[config.mk]
export PLATFORM = sky130hd
export DESIGN_NAME = motion_phase_sequencer
export DESIGN_NICKNAME = d
export VERILOG_FILES = /design/src/rtl/motion_pkg.sv /design/src/rtl/motion_phase_sequencer_tick_prescaler.sv /design/src/rtl/motion_phase_sequencer.sv
export SDC_FILE = /design/constraint.sdc
export NUM_CORES = 2
export LEC_CHECK = 0
export ABC_AREA = 1
export CAP_MARGIN = 15
export CORE_AREA = 10 10 268 270
export DETAILED_ROUTE_END_ITERATION = 8
export DIE_AREA = 0 0 278 280
export GPL_TIMING_DRIVEN = 0
export PLACE_DENSITY = 0.87
export SLEW_MARGIN = 0
export SYNTH_ARGS = -nofsm -noshare
export SYNTH_HDL_FRONTEND = slang
export SYNTH_SLANG_ARGS = --single-unit
[constraint.sdc]
create_clock -name clk -period 5.37 [get_ports clk]
set_clock_uncertainty 0.1 [all_clocks]
set_input_delay 0.537 -clock clk [delete_from_list [all_inputs] [get_ports clk]]
set_output_delay 0.537 -clock clk [all_outputs]
set_load 0.01 [all_outputs]
[src/rtl/motion_pkg.sv]
// ---------------------------------------------------------------------------
// motion_pkg
// Shared definitions for the motion phase sequencer slice.
//   - Phase encodings published on the sequencer's phase output.
//   - Default timing / parameter word widths.
//   - Vector typedefs for a four-boundary timing profile and the five-word
//     parameter set that belongs to it.
//   - Sequencer state encoding.
// ---------------------------------------------------------------------------
package motion_pkg;

  localparam int TW_DEFAULT = 64;
  localparam int PW_DEFAULT = 32;

  localparam logic [2:0] PH_0    = 3'd0;
  localparam logic [2:0] PH_1    = 3'd1;
  localparam logic [2:0] PH_2    = 3'd2;
  localparam logic [2:0] PH_3    = 3'd3;
  localparam logic [2:0] PH_IDLE = 3'd7;

  typedef logic [TW_DEFAULT-1:0] timing_vec_t [0:3];
  typedef logic [PW_DEFAULT-1:0] param_vec_t  [0:4];

  typedef enum logic {
    ST_IDLE = 1'b0,
    ST_RUN  = 1'b1
  } seq_state_t;

endpackage

[src/rtl/motion_phase_sequencer_tick_prescaler.sv]
// ---------------------------------------------------------------------------
// tick_prescaler
// Divides the system clock down to the sequencer's timing unit. While
// enabled it counts 0..TICK_DIV-1 and raises o_tick_en during the clock in
// which the count sits on its last value, so the edge closing that clock is
// a tick edge.
//
// Ports:
//   clk       system clock
//   reset     synchronous active-high reset
//   i_clear   synchronous clear of the count (held while the sequencer idles)
//   i_enable  count enable (sequencer running)
//   o_tick_en one tick is due at the next rising edge
// ---------------------------------------------------------------------------
module tick_prescaler
  import motion_pkg::*;
#(
  parameter int TICK_DIV = 1
) (
  input  logic clk,
  input  logic reset,
  input  logic i_clear,
  input  logic i_enable,
  output logic o_tick_en
);

  // A one-bit counter is kept even for TICK_DIV == 1 so the width is legal;
  // in that case LAST is zero and every enabled clock is a tick.
  localparam int            CW   = (TICK_DIV > 1) ? $clog2(TICK_DIV) : 1;
  localparam logic [CW-1:0] LAST = CW'(TICK_DIV - 1);

  logic [CW-1:0] r_count;

  assign o_tick_en = i_enable && (r_count == LAST);

  // Free-running modulo-TICK_DIV count while enabled, parked at zero when
  // cleared so the first tick after a restart lands TICK_DIV clocks later.
  always_ff @(posedge clk) begin
    if (reset || i_clear) begin
      r_count <= '0;
    end else if (i_enable) begin
      if (r_count == LAST) begin
        r_count <= '0;
      end else begin
        r_count <= r_count + CW'(1);
      end
    end
  end

endmodule

[src/rtl/motion_phase_sequencer.sv]
// ---------------------------------------------------------------------------
// motion_phase_sequencer
// Plays out the winning axis profile in real time. A profile is four
// cumulative phase end boundaries t0..t3 (in ticks) plus a five-word
// parameter set. On an accepted start the profile is latched and the
// sequencer walks through phases 0..3 against a tick counter, publishing
// the current phase, total and per-phase elapsed ticks, and the latched
// parameters to the step generators.
//
// Ports:
//   clk            system clock
//   reset          synchronous active-high reset
//   start          run the profile on timing/params (only looked at in IDLE)
//   abort          stop the running move at the next edge, no finish pulse
//   timing[0:3]    cumulative phase end boundaries t0..t3
//   params[0:4]    parameter set belonging to timing
//   active_params  parameters latched at accept, stable for the move
//   phase          0..3 while running, 7 while idle
//   elapsed        ticks since move start (holds t3 after completion)
//   phase_elapsed  ticks since the current phase began
//   phase_strobe   one-cycle pulse on each phase entry, including the first
//   busy           high while running
//   finish         one-cycle pulse on normal completion
//   error          one-cycle pulse when a non-monotonic profile is rejected
// ---------------------------------------------------------------------------
module motion_phase_sequencer
  import motion_pkg::*;
#(
  parameter int TICK_DIV = 1,
  parameter int TW       = TW_DEFAULT,
  parameter int PW       = PW_DEFAULT
) (
  input  logic          clk,
  input  logic          reset,
  input  logic          start,
  input  logic          abort,
  input  logic [TW-1:0] timing        [0:3],
  input  logic [PW-1:0] params        [0:4],
  output logic [PW-1:0] active_params [0:4],
  output logic [2:0]    phase,
  output logic [TW-1:0] elapsed,
  output logic [TW-1:0] phase_elapsed,
  output logic          phase_strobe,
  output logic          busy,
  output logic          finish,
  output logic          error
);

  seq_state_t    r_state;
  seq_state_t    w_state_nxt;

  logic [TW-1:0] r_timing      [0:3];
  logic [TW-1:0] w_timing_nxt  [0:3];
  logic [PW-1:0] r_params      [0:4];
  logic [PW-1:0] w_params_nxt  [0:4];

  logic [2:0]    r_phase;
  logic [2:0]    w_phase_nxt;
  logic [TW-1:0] r_elapsed;
  logic [TW-1:0] w_elapsed_nxt;
  logic [TW-1:0] r_phase_elapsed;
  logic [TW-1:0] w_phase_elapsed_nxt;
  logic          r_strobe;
  logic          w_strobe_nxt;
  logic          r_finish;
  logic          w_finish_nxt;
  logic          r_error;
  logic          w_error_nxt;

  logic          w_run;
  logic          w_tick_en;
  logic          w_monotonic;
  logic [TW-1:0] w_elapsed_inc;
  logic [2:0]    w_first_phase;
  logic [2:0]    w_tick_phase;

  // The phase for a given elapsed count is the lowest boundary still ahead
  // of it. Scanning from the top down leaves the lowest match in place,
  // which is what skips zero-length phases without any special casing.
  function automatic logic [2:0] find_phase(input logic [TW-1:0] t [0:3],
                                            input logic [TW-1:0] v);
    logic [2:0] p;
    p = PH_IDLE;
    for (int i = 3; i >= 0; i--) begin
      if (v < t[i]) begin
        p = 3'(i);
      end
    end
    return p;
  endfunction

  assign w_run         = (r_state == ST_RUN);
  assign w_monotonic   = (timing[0] <= timing[1]) &&
                         (timing[1] <= timing[2]) &&
                         (timing[2] <= timing[3]);
  assign w_elapsed_inc = r_elapsed + TW'(1);
  assign w_first_phase = find_phase(timing, '0);
  assign w_tick_phase  = find_phase(r_timing, w_elapsed_inc);

  tick_prescaler #(
    .TICK_DIV (TICK_DIV)
  ) u_prescaler (
    .clk       (clk),
    .reset     (reset),
    .i_clear   (!w_run),
    .i_enable  (w_run),
    .o_tick_en (w_tick_en)
  );

  // Next-state and next-output logic. Everything holds by default and the
  // three pulse outputs default low so they can only last one cycle.
  // A rejected start touches nothing but the error pulse; a zero-length
  // profile is latched and completes immediately without entering RUN.
  // In RUN, abort wins over a coincident completion tick.
  always_comb begin
    w_state_nxt         = r_state;
    w_timing_nxt        = r_timing;
    w_params_nxt        = r_params;
    w_phase_nxt         = r_phase;
    w_elapsed_nxt       = r_elapsed;
    w_phase_elapsed_nxt = r_phase_elapsed;
    w_strobe_nxt        = 1'b0;
    w_finish_nxt        = 1'b0;
    w_error_nxt         = 1'b0;

    case (r_state)
      ST_IDLE: begin
        if (start) begin
          if (!w_monotonic) begin
            w_error_nxt = 1'b1;
          end else begin
            w_timing_nxt        = timing;
            w_params_nxt        = params;
            w_elapsed_nxt       = '0;
            w_phase_elapsed_nxt = '0;
            if (timing[3] == '0) begin
              w_finish_nxt = 1'b1;
            end else begin
              w_state_nxt  = ST_RUN;
              w_phase_nxt  = w_first_phase;
              w_strobe_nxt = 1'b1;
            end
          end
        end
      end

      ST_RUN: begin
        if (abort) begin
          w_state_nxt = ST_IDLE;
          w_phase_nxt = PH_IDLE;
        end else if (w_tick_en) begin
          w_elapsed_nxt = w_elapsed_inc;
          if (w_elapsed_inc == r_timing[3]) begin
            w_state_nxt  = ST_IDLE;
            w_phase_nxt  = PH_IDLE;
            w_finish_nxt = 1'b1;
          end else begin
            w_phase_nxt = w_tick_phase;
            if (w_tick_phase != r_phase) begin
              w_strobe_nxt        = 1'b1;
              w_phase_elapsed_nxt = '0;
            end else begin
              w_phase_elapsed_nxt = r_phase_elapsed + TW'(1);
            end
          end
        end
      end

      default: begin
        w_state_nxt = ST_IDLE;
        w_phase_nxt = PH_IDLE;
      end
    endcase
  end

  // Register bank. Reset returns every output to its idle value, which also
  // silently drops a move in progress.
  always_ff @(posedge clk) begin
    if (reset) begin
      r_state         <= ST_IDLE;
      r_phase         <= PH_IDLE;
      r_elapsed       <= '0;
      r_phase_elapsed <= '0;
      r_strobe        <= 1'b0;
      r_finish        <= 1'b0;
      r_error         <= 1'b0;
      for (int i = 0; i < 4; i++) begin
        r_timing[i] <= '0;
      end
      for (int i = 0; i < 5; i++) begin
        r_params[i] <= '0;
      end
    end else begin
      r_state         <= w_state_nxt;
      r_phase         <= w_phase_nxt;
      r_elapsed       <= w_elapsed_nxt;
      r_phase_elapsed <= w_phase_elapsed_nxt;
      r_strobe        <= w_strobe_nxt;
      r_finish        <= w_finish_nxt;
      r_error         <= w_error_nxt;
      for (int i = 0; i < 4; i++) begin
        r_timing[i] <= w_timing_nxt[i];
      end
      for (int i = 0; i < 5; i++) begin
        r_params[i] <= w_params_nxt[i];
      end
    end
  end

  assign active_params = r_params;
  assign phase         = r_phase;
  assign elapsed       = r_elapsed;
  assign phase_elapsed = r_phase_elapsed;
  assign phase_strobe  = r_strobe;
  assign busy          = w_run;
  assign finish        = r_finish;
  assign error         = r_error;

endmodule

==> flow_summary_export.csv <==
group,metric,value,unit
run_status,status,"finished, final reports clean",
detailed_routing,drc_errors,0,
clock_network,clockRootBuffer,"clkbuf_16",
layout,final_layout_size_suffix_gt1_share,4.812,%
detailed_routing,drt_iter0_markers,3831,
synthesis,avgSynthCellArea,7.100,sq um
synthesis,synthTopCellsByArea,"dfxtp_1 (32%), ha_1 (16%), a21oi_1 (10%), nand2_1 (7.9%), inv_1 (7.6%)",
clock_network,cts_tree,"yes",
global_route,overflow,0,
synthesis,synth_edf_count,0,
worst_setup_path,slowest_delay,0.51,ns
synthesis,syn_inst,4922,
worst_setup_path,regToRegStartpoint,"elapsed[0]",
worst_setup_path,rrSetupSlack,0.10,ns
place,placed_area,43180,sq um
power,p_leak,19.19,nW
place,dp_slack,-1.026,ns
sta,setup_tns,0,ns
synthesis,ys.flop_type,"dfxtp_1",
layout,stdcell_area,45730,sq um
detailed_routing,vias_per_cell,5.830,
sta,slew_headroom,16.13,%
die,ios,715,
synthesis,syn_nets,5789,
power,internal_power,8.629,mW
detailed_routing,drt-pass1-iter-count,7,
worst_hold_path,hold_end,"active_params[58]",
sta,setup_viol,0,
global_route,use_met3,10.91,%
layout,nets,6572,
layout,multi_input_area,20390,sq um
global_route,grt_pass1_vias,37750,
power,p_sw_share,32.80,%
global_route,antenna_found_initial,32,
worst_setup_path,cp.arrival,5.74,ns
global_route,grt_use_met2,62.62,%
die,die_w,278,um
global_route,use_met1,40.10,%
die,die_y,280,um
synthesis,ys_seq_elements,551,
power,clockPowerShare,37.6,%
clock_network,cts_max_path_buffers,3,
die,core,66560,sq um
sta,hold_viol,0,
worst_setup_path,worstPathMaxFanout,10,
worst_hold_path,hold_class,"in2reg",
layout,nFillCells,5533,
clock_network,cts_max_level,2,
worst_setup_path,reg2reg_to,"phase[1]",
power,power,12.84,mW
power,ir_drop,0.2879,mV
worst_setup_path,crit_path_start_kind,"flop",
sta,hold_slack,0.3608,ns
sta,fin_crit_sh,98.07,%
sta,fin_crit,5.266,ns
synthesis,syn_area,34950,sq um
synthesis,ys_warn_count,0,
global_route,grt_max_degree,16,
layout,area_delta_synth_final,30.87,%
run,cap_violations,0,
worst_setup_path,critPathKind,"reg2reg",
worst_setup_path,crit_slowest_cell,"nor4_4",
global_route,top_usage_layer,"met2",
detailed_routing,routed_wl,154.9,mm
global_route,grt_pass1_wl,227.4,mm
sta,clock.fmax,189.9,MHz
place,globalplace.congestion,1.016,
synthesis,netlist.area_leader.share,31.56,%
power,pwr-share-comb,27.2,%
clock_network,cts_buffers,61,
power,seqPwrFrac,35.3,%
global_route,gr-usage-all-layers,37.66,%
synthesis,yosys.cell_count.top_type,"nand2_1",
worst_hold_path,holdPathStages,3,
power,p_per_area,280.8,nW/um^2
worst_setup_path,crit_required,5.84,ns
detailed_routing,dr_total_vias,38780,
synthesis,synth_common_cells,"nand2_1 (737), a21oi_1 (711), inv_1 (705), dfxtp_1 (551), ha_1 (447)",
die,rows,95,
synthesis,ys_async_sr_fraction,0,%
detailed_routing,avgRoutedWirePerCell,23.29,um
worst_setup_path,reg2regPathDepth,29,
clock_network,clkTransAtPathRegs,0.07,ns
worst_hold_path,worstHoldStart,"params[58]",
power,p_sw,4.212,mW
sta,fin_ws,0.1037,ns
clock_network,clk_latency,0.66,ns
worst_setup_path,endpoint_kind,"flop",
synthesis,synth_top_cell_by_area,"dfxtp_1",
clock_network,cts_sinks,551,
die,die_area,77840,sq um
worst_setup_path,path_common_cell,"nand2_2",
layout,regArea,11030,sq um
synthesis,ys_seq_area_share,31.56,%
place,io_buffer_count,713,
detailed_routing,drtAntennaViolNets,0,
synthesis,synth_cell_type_count,43,
place,hpwl,125.2,mm
die,initial_core_util,52.50,%
sta,slew_viol_final,0,
sta,worst_pin_slew,1.247,ns
==> per-stage QoR <==
step / util [%] / instances
6_report: 68.71 / 6652
5_1_grt: 68.70 / 6649
4_1_cts: 68.40 / 6623
3_5_place_dp: 64.87 / 6509
3_3_place_gp: 64.86 / 6508
2_1_floorplan: - / 4922
==> critical path: cells and delay by family (launching register included) <==
| family | cells | cell delay [ns] |
|---|---|---|
| DFF | 1 | 0.42 |
| buffers and inverters | 5 | 0.79 |
| AOI/OAI and AO/OA | 1 | 0.12 |
| adders and majority gates | 2 | 0.49 |
| and+or+nand+nor | 21 | 3.23 |
==> kinds of logic after synthesis <==
group,Yosys count,share of synthesized area [%]
AOI/OAI and AO/OA,1192,17.72
xor gates and xnor gates,99,2.481
DFF,551,31.56
adders and majority gates,447,16.00
buffers and inverters,938,10.47
and+or+nand+nor,1695,21.76
==> cell usage in the layout (no fill, tap or decap), drive strengths merged, types with 3 or more instances in the layout <==
cell type	n
xor2	83
o21a	20
clkinvlp	5
nor3b	24
nand3b	3
a31oi	5
a21oi	711
o21ai	389
clkdlybuf4s50	713
clkinv	16
buf	115
clkbuf	202
dfxtp	551
diode	23
nand2	745
nand3	323
o211ai	6
nor3	85
inv	708
bufinv	13
nor2	317
a22oi	54
nand4	125
and3	5
ha	447
xnor2	16
nor4	65
==> worst max path at each step <==
stage / startpoint / endpoint / cells past startpoint
finish: elapsed[0] / phase[1] / 29
CTS: elapsed[0] / phase_elapsed[21] / 32
detailed placement: elapsed[0] / phase_elapsed[0] / 28
global route: elapsed[0] / phase_elapsed[21] / 30
global placement: elapsed[0] / phase_elapsed[63] / 21
floorplan: elapsed[0] / phase_elapsed[18] / 32
==> flip-flops by register name (all words and copies together), names as in the netlist <==
signal,flops
phase_strobe,1
phase,3
busy,1
error,1
phase_elapsed,64
finish,1
active_params,160
r_timing,256
elapsed,64
==> layer usage <==
metal | up-vias | routed length (um)
met5 | - | 22
met4 | 4 | 13400
met3 | 582 | 16300
met2 | 2142 | 71190
met1 | 17900 | 53980
li1 | 18160 | -
==> final cells by class <==
cell class,instances,area share (%)
Multi-Input combinational cell,3433,44.57
Sequential cell,551,24.13
Timing Repair Buffer,720,15.71
Inverter,709,5.827
Clock buffer,81,3.858
Tap cell,873,2.388
Buffer,229,2.238
Clock inverter,33,1.152
Antenna cell,23,0.1258
==> repair_timing <==
item / CTS / global route
gates resized for setup: 20 / 32
buffers inserted: 0 / 5
pin swaps: 1 / 10
hold buffers: 0 / 0
hold endpoints to repair: 0 / 0
setup endpoints to repair: 68 / 68
==> power groups by stage <==
stage	sequential [mW]	clock [mW]	combinational [mW]
2_1_floorplan	4.61	0	1.86
3_3_place_gp	4.59	0	3.23
3_5_place_dp	4.60	0	3.33
4_1_cts	4.52	4.81	3.39
5_1_grt	4.55	4.96	3.83
6_report	4.53	4.82	3.49
No activity file was read; power rests on OpenSTA's default activity.
